## src/rtl/i2s_pkg.sv

```systemverilog
// Shared types and default geometry for the I2S playback path.
// Used by i2s_bclk_gen, i2s_transmitter and their bench.
package i2s_pkg;

   localparam int I2S_DATA_WIDTH_DEF = 24;
   localparam int I2S_SLOT_WIDTH_DEF = 32;

   typedef struct packed {
      logic [I2S_DATA_WIDTH_DEF-1:0] left;
      logic [I2S_DATA_WIDTH_DEF-1:0] right;
   } i2s_frame_t;

   typedef enum logic {
      IDLE = 1'b0,
      RUN  = 1'b1
   } i2s_tx_state_t;

   // Counter width that stays legal for a modulus of 1.
   function automatic int cnt_width(input int modulus);
      return (modulus > 1) ? $clog2(modulus) : 1;
   endfunction

endpackage

```

## src/rtl/i2s_bclk_gen.sv

```systemverilog
// Bit-clock divider: bclk toggles every CLK_DIV clk cycles while enabled.
// bclk_rise/bclk_fall flag the clk edge on which bclk is about to change.
module i2s_bclk_gen
   import i2s_pkg::*;
#(
   parameter int CLK_DIV = 4
) (
   input  logic clk,
   input  logic rst,
   input  logic en,
   output logic bclk,
   output logic bclk_rise,
   output logic bclk_fall
);

   localparam int            CW       = cnt_width(CLK_DIV);
   localparam logic [CW-1:0] DIV_LAST = CW'(CLK_DIV - 1);

   logic [CW-1:0] div_cnt_q, div_cnt_d;
   logic          bclk_q, bclk_d;
   logic          tick;

   // NOTE: every signal written here gets a default first, so no path leaves it unassigned and no latch is inferred.
   always_comb begin
      tick      = en && (div_cnt_q == DIV_LAST);
      div_cnt_d = div_cnt_q;
      bclk_d    = bclk_q;
      if (tick) begin
         div_cnt_d = '0;
         bclk_d    = !bclk_q;
      end else if (en) begin
         div_cnt_d = div_cnt_q + 1'b1;
      end
   end

   // NOTE: flops take non-blocking assignments only, so every reader in the same edge sees the pre-edge value.
   always_ff @(posedge clk) begin
      if (rst) begin
         div_cnt_q <= '0;
         bclk_q    <= 1'b0;
      end else begin
         div_cnt_q <= div_cnt_d;
         bclk_q    <= bclk_d;
      end
   end

   assign bclk      = bclk_q;
   assign bclk_rise = tick && !bclk_q;
   assign bclk_fall = tick && bclk_q;

endmodule

```

## src/rtl/i2s_transmitter.sv

```systemverilog
// Stereo I2S master transmitter: valid/ready frame input, one-entry holding buffer, BCLK/LRCLK/SD out.
// Build option I2S_UNDERRUN_HOLD_EN: on underrun repeat the last frame instead of sending silence.
module i2s_transmitter
   import i2s_pkg::*;
#(
   parameter int CLK_DIV    = 4,
   parameter int DATA_WIDTH = I2S_DATA_WIDTH_DEF,
   parameter int SLOT_WIDTH = I2S_SLOT_WIDTH_DEF
) (
   input  logic                  clk,
   input  logic                  rst,
   input  logic                  frame_valid,
   output logic                  frame_ready,
   input  logic [DATA_WIDTH-1:0] left_in,
   input  logic [DATA_WIDTH-1:0] right_in,
   output logic                  i2s_bclk,
   output logic                  i2s_lrclk,
   output logic                  i2s_sd,
   output logic                  underrun
);

   localparam int            FRAME_BITS = 2 * SLOT_WIDTH;
   localparam int            KW         = $clog2(FRAME_BITS);
   localparam logic [KW-1:0] K_LAST     = KW'(FRAME_BITS - 1);
   localparam logic [KW-1:0] K_RIGHT    = KW'(SLOT_WIDTH);

   // A sample sits MSB-aligned in its slot; the trailing slot bits are zero.
   function automatic logic [SLOT_WIDTH-1:0] to_slot(input logic [DATA_WIDTH-1:0] sample);
      return SLOT_WIDTH'(sample) << (SLOT_WIDTH - DATA_WIDTH);
   endfunction

   function automatic logic [FRAME_BITS-1:0] format_frame(input logic [2*DATA_WIDTH-1:0] f);
      return {to_slot(f[2*DATA_WIDTH-1:DATA_WIDTH]), to_slot(f[DATA_WIDTH-1:0])};
   endfunction

   i2s_tx_state_t           state_q, state_d;
   logic                    buf_full_q, buf_full_d;
   logic                    ready_q, ready_d;
   logic [2*DATA_WIDTH-1:0] buf_q, buf_d;
   logic [FRAME_BITS-1:0]   shift_q, shift_d;
   logic [KW-1:0]           k_q, k_d;
   logic [KW-1:0]           k_next;
   logic                    lrclk_q, lrclk_d;
   logic                    sd_q, sd_d;
   logic                    underrun_q, underrun_d;
   logic                    accept;
`ifdef I2S_UNDERRUN_HOLD_EN
   logic [2*DATA_WIDTH-1:0] last_q, last_d;
`endif

   logic bclk;
   logic bclk_rise;
   logic bclk_fall;
   logic unused_bclk_rise;

   i2s_bclk_gen #(
      .CLK_DIV (CLK_DIV)
   ) u_bclk_gen (
      .clk       (clk),
      .rst       (rst),
      .en        (state_q == RUN),
      .bclk      (bclk),
      .bclk_rise (bclk_rise),
      .bclk_fall (bclk_fall)
   );

   // The transmit side only acts on falling edges; the rise strobe serves receive-side reuse.
   assign unused_bclk_rise = bclk_rise;

   always_comb begin
      state_d    = state_q;
      buf_full_d = buf_full_q;
      buf_d      = buf_q;
      shift_d    = shift_q;
      k_d        = k_q;
      k_next     = k_q + 1'b1;
      lrclk_d    = lrclk_q;
      sd_d       = sd_q;
      underrun_d = 1'b0;
`ifdef I2S_UNDERRUN_HOLD_EN
      last_d     = last_q;
`endif

      // ready_q mirrors !buf_full_q, so an accept can never coincide with a drain.
      accept = frame_valid && ready_q;
      if (accept) begin
         buf_full_d = 1'b1;
         buf_d      = {left_in, right_in};
      end

      unique case (state_q)
         IDLE: begin
            if (buf_full_q) begin
               state_d    = RUN;
               shift_d    = format_frame(buf_q);
               buf_full_d = 1'b0;
               k_d        = '0;
               lrclk_d    = 1'b0;
               sd_d       = 1'b0;
`ifdef I2S_UNDERRUN_HOLD_EN
               last_d     = buf_q;
`endif
            end
         end
         RUN: begin
            if (bclk_fall) begin
               // Shifter MSB is the bit for the period now starting; at k=0 that is the previous right LSB.
               sd_d = shift_q[FRAME_BITS-1];
               if (k_q == K_LAST) begin
                  k_d     = '0;
                  lrclk_d = 1'b0;
                  if (buf_full_q) begin
                     shift_d    = format_frame(buf_q);
                     buf_full_d = 1'b0;
`ifdef I2S_UNDERRUN_HOLD_EN
                     last_d     = buf_q;
`endif
                  end else begin
                     underrun_d = 1'b1;
`ifdef I2S_UNDERRUN_HOLD_EN
                     shift_d    = format_frame(last_q);
`else
                     shift_d    = '0;
`endif
                  end
               end else begin
                  k_d     = k_next;
                  lrclk_d = (k_next >= K_RIGHT);
                  shift_d = shift_q << 1;
               end
            end
         end
         default: state_d = IDLE;
      endcase

      ready_d = !buf_full_d;
   end

   always_ff @(posedge clk) begin
      if (rst) begin
         state_q    <= IDLE;
         buf_full_q <= 1'b0;
         ready_q    <= 1'b1;
         buf_q      <= '0;
         shift_q    <= '0;
         k_q        <= '0;
         lrclk_q    <= 1'b0;
         sd_q       <= 1'b0;
         underrun_q <= 1'b0;
`ifdef I2S_UNDERRUN_HOLD_EN
         last_q     <= '0;
`endif
      end else begin
         state_q    <= state_d;
         buf_full_q <= buf_full_d;
         ready_q    <= ready_d;
         buf_q      <= buf_d;
         shift_q    <= shift_d;
         k_q        <= k_d;
         lrclk_q    <= lrclk_d;
         sd_q       <= sd_d;
         underrun_q <= underrun_d;
`ifdef I2S_UNDERRUN_HOLD_EN
         last_q     <= last_d;
`endif
      end
   end

   assign frame_ready = ready_q;
   assign i2s_bclk    = bclk;
   assign i2s_lrclk   = lrclk_q;
   assign i2s_sd      = sd_q;
   assign underrun    = underrun_q;

endmodule
```

## config.mk

```make
export PLATFORM = sky130hd
export DESIGN_NAME = i2s_transmitter
export DESIGN_NICKNAME = d
export VERILOG_FILES = /design/src/rtl/i2s_pkg.sv /design/src/rtl/i2s_bclk_gen.sv /design/src/rtl/i2s_transmitter.sv
export SDC_FILE = /design/constraint.sdc
export NUM_CORES = 1
export LEC_CHECK = 0
export ABC_CLOCK_PERIOD_IN_PS = 3300
export BUFFER_PORTS_ARGS = -buffer_cell sky130_fd_sc_hd__buf_4
export CAP_MARGIN = 20
export CORE_MARGIN = 1
export CORE_UTILIZATION = 30
export CTS_CLUSTER_SIZE = 12
export DETAILED_ROUTE_END_ITERATION = 10
export PLACE_DENSITY = 0.44
export SLEW_MARGIN = 10
export SYNTH_ARGS = -nofsm -noshare
export SYNTH_HDL_FRONTEND = slang
export SYNTH_SLANG_ARGS = --single-unit
```

## constraint.sdc

```tcl
create_clock -name clk -period 3.3 [get_ports clk]
set_clock_uncertainty 0.05 [all_clocks]
set_input_delay 0.165 -clock clk [delete_from_list [all_inputs] [get_ports clk]]
set_output_delay 0.165 -clock clk [all_outputs]
set_load 0.02 [all_outputs]
```

==> flow_metrics.env, run 1 <==
export IMPL_r2r_start="k_q[0]"
export IMPL_cp_end_kind="flop"
export IMPL_cts_tree="done"
export IMPL_core_rowCount=47
export IMPL_synth_area_um2=5135
export IMPL_grt_pass1_vias=4089
export IMPL_synthCells=584
export IMPL_grt_setup_unrepaired="false"
export IMPL_maxSlewViolCount=0
export IMPL_power_density_nw_per_um2=617.5
export IMPL_fin_cells=891
export IMPL_diodes=0
export IMPL_regArea_um2=2382
export IMPL_postRouteWirelength_mm=11.92
export IMPL_yosysWarnings=0
export IMPL_grt_use_total_pct=14.37
export IMPL_io_buffer_count=55
export IMPL_critPathMaxFanout=35
export IMPL_wl_per_cell_um=13.37
export IMPL_fin_util_pct=40.20
export IMPL_antenna_found_initial=0
export IMPL_synth_top_cell_area_share_pct=46.39
export IMPL_insertion_delay_ns=0.41
export IMPL_fin_ws_ns=1.196
export IMPL_hp_class="input pin to flop"
export IMPL_dieWidth_um=132.8
export IMPL_multi_input_area_um2=2426
export IMPL_timing_hold_violations_final=0
export IMPL_dieArea_um2=17640
export IMPL_yosysSeqAreaShare_pct=46.39
export IMPL_critPathBufInv=1
export IMPL_peakVddDrop_v=0.0003830
export IMPL_dp_slack_ns=1.190
export IMPL_status="finished, final reports clean"
export IMPL_first_iter_violations=200
export IMPL_pin_count=56
export IMPL_maxSlewHeadroom_pct=35.60
export IMPL_antenna_left=0
export IMPL_clock_fmax_mhz=475.3
export IMPL_drive_gt1_share_pct=24.74
export IMPL_r2r_end="shift_q[57]"
export IMPL_path_cells="ha_1 -> and2_1 -> a21oi_4 -> buf_12 -> a21oi_1 -> a211oi_2"
export IMPL_setup_tns_ns=0
export IMPL_syn_nets=637
export IMPL_synth_top_cell_by_area="dfxtp_1"
export IMPL_overflow=0
export IMPL_synthDistinctLibCells=36
export IMPL_final_nets=713
export IMPL_grt_pass1_wl_mm=19.88
export IMPL_synth_edf_count=0
export IMPL_rrSetupSlack_ns=1.20
export IMPL_vias=4226
export IMPL_core_area_um2=16640
export IMPL_synth_area_leaders="dfxtp_1 46%, a211oi_2 11%, a21oi_1 9.8%, nand2_1 7.5%, nor2_1 4.9%"
export IMPL_cp_start_kind="flop"
export IMPL_layout_commonest_cell="dfxtp_1"
export IMPL_max_stage_delay_ns=0.49
export IMPL_final_cell_mix="119 x dfxtp_1, 101 x nand2_1, 101 x a21oi_1"
export IMPL_tightest_slew_ns=0.9659
export IMPL_cp_required_ns=3.58
export IMPL_period_minus_slack_ns=2.104
export IMPL_holdPathStages=2
export IMPL_worstSetupEndpoint="shift_q[57]"
export IMPL_clkTransAtPathRegs_ns=0.05
export IMPL_crit_path_top_delay_cell="a21oi_4"
export IMPL_maxCapViolCount=0
export IMPL_setup_viol=0
export IMPL_dp_cells=812
export IMPL_cp_arrival_ns=2.39
export IMPL_drc=0
export IMPL_p_leak_nw=2.477
export IMPL_first_pass_iters=4
export IMPL_cts_root_buf="clkbuf_16"
export IMPL_place_gp_congestion=0.7258
export IMPL_crit_family="compound AO/OA/AOI/OAI gates"
export IMPL_synth_area_per_cell_um2=8.793
export IMPL_htree_num_levels=4
export IMPL_crit_path_start="k_q[0]"
export IMPL_start_util_pct=30.85
export IMPL_clockBufferDepth=2
export IMPL_cts_made_buffers=17
export IMPL_syn_to_final_growth_pct=30.29
export IMPL_final_period_utilization_pct=63.75
export IMPL_cts_sinks=119
export IMPL_critPathKind="flop to flop"
export IMPL_cts_resized=0
export IMPL_ys_flop_type="dfxtp_1"
export IMPL_dpl_hpwl_mm=6.721
export IMPL_synth_seq_cells=119
export IMPL_worst_r2r_path_depth=6
export IMPL_vias_per_cell=4.743
export IMPL_dieHeight_um=132.8
export IMPL_grt_max_degree=73
export IMPL_ys_async_sr_fraction_pct=0
export IMPL_crit_cells=6
export IMPL_n_fill_cell=1671
-- power breakdown --
part	switching [mW]	internal, mW	total (mW)
Clock	0.637	1.33	1.97
Combinational	0.334	0.222	0.556
Sequential	0.0623	1.55	1.61
-- per-stage QoR --
step / hold WS (ns) / cell area [µm²] / power, mW
after global placement: 0.3666 / 5562 / 2.142
after global routing: 0.3332 / 6690 / 4.327
after floorplan: 0.2510 / 5135 / 2.036
final: 0.3076 / 6690 / 4.131
after CTS: 0.3079 / 6670 / 4.180
after detailed placement: 0.3717 / 5562 / 2.150
-- timing repair --
item / CTS / global route
buffers inserted: 0 / 0
endpoints found under the hold margin: 48 / 0
hold buffers: 48 / 0
-- flip-flops by register name, summed over array words and instances (netlist names) --
register	flops
i2s_sd	1
underrun	1
u_bclk_gen.bclk	1
buf_q	48
state_q	1
k_q	6
u_bclk_gen.div_cnt_q	2
frame_ready	1
shift_q	56
i2s_lrclk	1
buf_full_q	1
-- how the worst min path moves through the flow --
stage / startpoint / to / slack (ns)
5_1_grt: rst / shift_q[38] / 0.33
3_5_place_dp: left_in[7] / buf_q[31] / 0.37
3_3_place_gp: right_in[22] / buf_q[22] / 0.37
2_1_floorplan: right_in[0] / buf_q[0] / 0.25
4_1_cts: rst / u_bclk_gen.bclk / 0.31
6_report: rst / state_q / 0.31
-- area by class of cell --
cell class                      count  area share, %
Multi-Input combinational cell    410          36.26
Timing Repair Buffer              110          14.51
Clock buffer                       21          7.182
Sequential cell                   119          35.61
Tap cell                          220          4.114
Inverter                            2         0.1122
Clock inverter                      9          2.207
-- cell families after synthesis --
| kind of cell | count (synthesis) | share of synthesized area (%) |
|---|---|---|
| multiplexers | 1 | 0.1949 |
| buffers and inverters | 55 | 6.482 |
| XOR/XNOR | 4 | 0.6824 |
| flip-flops | 119 | 46.39 |
| AND/OR/NAND/NOR | 238 | 21.61 |
| AO/OA/AOI/OAI | 165 | 24.15 |
| adder cells (fa/ha/maj) | 2 | 0.4873 |
-- synth_stat cells (all sizes together), types with 2 or more instances --
cell,number
dfxtp,119
a21oi,103
nand2,103
nor2,68
nand3,52
a211oi,47
buf,33
clkbuf,20
a22oi,9
and2,3
nand2b,3
xor2,3
and3,2
ha,2
inv,2
nand3b,2
nor3,2
o31ai,2
-- routing by layer --
layer / vias up / track usage, % / part of all wire [%]
li1: 2169 / - / -
met1: 1976 / 17.77 / 48
met2: 70 / 23.47 / 47
met3: 11 / 4.138 / 3.4
met4: 0 / 5.556 / 1.3
met5: - / 0 / 0
(Power assumes the default switching activity.)
==> run 2, diff against run 1 <==
--- a/config.mk
+++ b/config.mk
@@ -5,14 +5,15 @@
 export SDC_FILE = /design/constraint.sdc
 export NUM_CORES = 1
 export LEC_CHECK = 0
-export ABC_CLOCK_PERIOD_IN_PS = 3300
+export ABC_AREA = 1
+export ABC_CLOCK_PERIOD_IN_PS = 1800
 export BUFFER_PORTS_ARGS = -buffer_cell sky130_fd_sc_hd__buf_4
 export CAP_MARGIN = 20
 export CORE_MARGIN = 1
 export CORE_UTILIZATION = 30
 export CTS_CLUSTER_SIZE = 12
 export DETAILED_ROUTE_END_ITERATION = 10
-export PLACE_DENSITY = 0.44
+export PLACE_DENSITY = 0.46
 export SLEW_MARGIN = 10
 export SYNTH_ARGS = -nofsm -noshare
 export SYNTH_HDL_FRONTEND = slang
==> constraint.sdc (replaced) <==
create_clock -name clk -period 1.8 [get_ports clk]
set_clock_uncertainty 0.05 [all_clocks]
set_input_delay 0.09 -clock clk [delete_from_list [all_inputs] [get_ports clk]]
set_output_delay 0.09 -clock clk [all_outputs]
set_load 0.02 [all_outputs]
==> run 2 against run 1 <==
Hold slack worse by 0.034 ns. Critical path type unchanged. Clock power up 65%. Clock-buffer cell count up 10. Largest cell class is now sequential cells.
==> flow_metrics.env, run 2 <==
export IMPL_power_density_nw_per_um2=1074
export IMPL_crit_path_top_delay_cell="dfxtp_1"
export IMPL_drive_gt1_share_pct=14.11
export IMPL_synthTopCellsByCount="119 x dfxtp_1, 101 x nor2_1, 98 x nand3_1"
export IMPL_antenna_found_initial=0
export IMPL_dp_cells=940
export IMPL_synth_area_leaders="dfxtp_1 47%, nand3_1 9.7%, o21ai_0 9.4%, nor2_1 7.5%, nand2_1 6.8%"
export IMPL_overflow=0
export IMPL_fin_cells=1021
export IMPL_p_leak_nw=2.959
export IMPL_setup_viol=0
export IMPL_first_iter_violations=181
export IMPL_insertion_delay_ns=0.41
export IMPL_vias_per_cell=4.587
export IMPL_synth_most_common_cell="dfxtp_1"
export IMPL_first_pass_iters=4
export IMPL_setup_tns_ns=0
export IMPL_rrSetupSlack_ns=0.16
export IMPL_maxCapViolCount=0
export IMPL_timing_hold_violations_final=0
export IMPL_pin_count=56
export IMPL_n_fill_cell=1697
export IMPL_cp_start_kind="flop"
export IMPL_critPathMaxFanout=16
export IMPL_post_cts_buffers=0
export IMPL_vias=4683
export IMPL_core_area_um2=16520
export IMPL_place_gp_congestion=0.7059
export IMPL_start_util_pct=30.60
export IMPL_maxSlewViolCount=0
export IMPL_largest_register="shift_q"
export IMPL_grt_max_degree=41
export IMPL_grt_setup_unrepaired="false"
export IMPL_clkTransAtPathRegs_ns=0.05
export IMPL_io_buffer_count=55
export IMPL_cp_end_kind="flop"
export IMPL_syn_nets=754
export IMPL_dpl_hpwl_mm=7.608
export IMPL_synth_area_um2=5057
export IMPL_tightest_slew_ns=0.4292
export IMPL_status="finished, final reports clean"
export IMPL_maxSlewHeadroom_pct=71.36
export IMPL_cts_sinks=119
export IMPL_yosysSeqAreaShare_pct=47.11
export IMPL_p_total_mw=7.235
export IMPL_layout_commonest_cell="dfxtp_1"
export IMPL_largest_reg_flops=56
export IMPL_synth_edf_count=0
export IMPL_dieHeight_um=131.8
export IMPL_cp_arrival_ns=1.88
export IMPL_max_stage_delay_ns=0.35
export IMPL_peakVddDrop_v=0.0006815
export IMPL_multi_input_area_um2=2168
export IMPL_path_cells="ha_1 -> nand3_2 -> nand2_2 -> clkinv_2 -> nand2_1 -> a21oi_1"
export IMPL_final_cell_mix="118 x dfxtp_1, 101 x nor2_1, 98 x nand3_1"
export IMPL_final_nets=841
export IMPL_period_minus_slack_ns=1.644
export IMPL_diodes=0
export IMPL_synthCells=701
export IMPL_synth_area_per_cell_um2=7.214
export IMPL_drc=0
export IMPL_postRouteWirelength_mm=11.99
export IMPL_fin_util_pct=40.77
export IMPL_hp_class="input pin to flop"
export IMPL_dieArea_um2=17380
export IMPL_cp_required_ns=2.04
export IMPL_synth_seq_cells=119
export IMPL_grt_use_total_pct=14.93
export IMPL_cts_root_buf="clkbuf_16"
export IMPL_cts_tree="done"
export IMPL_antenna_left=0
export IMPL_synthDistinctLibCells=25
export IMPL_wl_per_cell_um=11.74
export IMPL_grt_pass1_wl_mm=20.93
export IMPL_yosysWarnings=0
export IMPL_reg_top3="shift_q (56), buf_q (48), k_q (6)"
export IMPL_synth_top_cell_area_share_pct=47.11
export IMPL_critPathKind="flop to flop"
export IMPL_syn_to_final_growth_pct=33.20
export IMPL_htree_num_levels=4
export IMPL_core_rowCount=47
export IMPL_grt_pass1_vias=4459
export IMPL_regArea_um2=2384
export IMPL_cts_made_buffers=17
export IMPL_clockBufferDepth=2
export IMPL_final_period_utilization_pct=91.31
export IMPL_ys_flop_type="dfxtp_1"
export IMPL_synth_top_cell_by_area="dfxtp_1"
export IMPL_ys_async_sr_fraction_pct=0
export IMPL_dieWidth_um=131.8
export IMPL_clock_fmax_mhz=608.4
run 2: cell types whose count changed after synthesis, sizes merged, moves of 3 or more:
cell,change
a211oi,-46
a21oi,-38
a22oi,-9
and2,-3
buf,+3
inv,+56
nand2,-9
nand2b,-3
nand3,+47
nor2,+35
o21ai,+96
run 2: final timing paths:
| kind | from | to | cells past startpoint |
|---|---|---|---|
| min reg2reg | shift_q[31] | shift_q[32] | 2 |
| max reg2reg | u_bclk_gen.div_cnt_q[0] | shift_q[36] | 6 |
| max | u_bclk_gen.div_cnt_q[0] | shift_q[36] | 6 |
| min | frame_valid | buf_q[13] | 4 |
run 2: layout make-up:
class	instances	share of cell area (%)
clock buffer	31	8.135
clock inverter	1	0.4458
inverter	59	3.306
multi-input combinational	468	32.19
sequential	119	35.38
tap	220	4.086
timing repair buffer	123	16.46
run 2: cells by family after synthesis:
logic type	after synthesis	synth area share [%]
fa+ha+maj	2	0.4947
simple gates	300	25.46
buf+inv	114	10.17
flops	119	47.11
xor+xnor	3	0.5196
compound gates	163	16.25
run 2: power by group:
group	total [mW]	internal (mW)	switching [mW]
clock network	3.26	2.16	1.10
registers	2.99	2.87	0.123
logic	0.980	0.434	0.546
run 2: what timing repair did:
item / 4_1_cts / 5_1_grt
setup endpoints to repair: 0 / 3
hold buffers: 49 / 0
gates resized for setup: 0 / 1
endpoints found under the hold margin: 65 / 0
run 2: metal layers:
metal | GRT usage, % | vias up | routed length, µm
met3 | 4.191 | 12 | 430
met4 | 5.426 | 0 | 142
met1 | 18.37 | 2141 | 6081
met5 | 0 | - | 0
li1 | - | 2464 | -
met2 | 24.81 | 66 | 5335
run 2: per-stage QoR:
stage               hold WS (ns)  setup WS (ns)  instance area (µm²)
floorplan                 0.1888         0.3939                 5057
global placement          0.2936         0.1832                 5663
detailed placement        0.2960         0.1477                 5663
CTS                       0.2656         0.1256                 6731
global route              0.2790        0.02075                 6736
finish                    0.2732         0.1564                 6736
run 2: worst max-delay path, delay by kind of cell (launching register included):
family                   cells  cell delay, ns
AND/OR/NAND/NOR              3            0.55
flip-flops                   1            0.35
buffers and inverters        1            0.30
AO/OA/AOI/OAI                1            0.07
adder cells (fa/ha/maj)      1            0.20
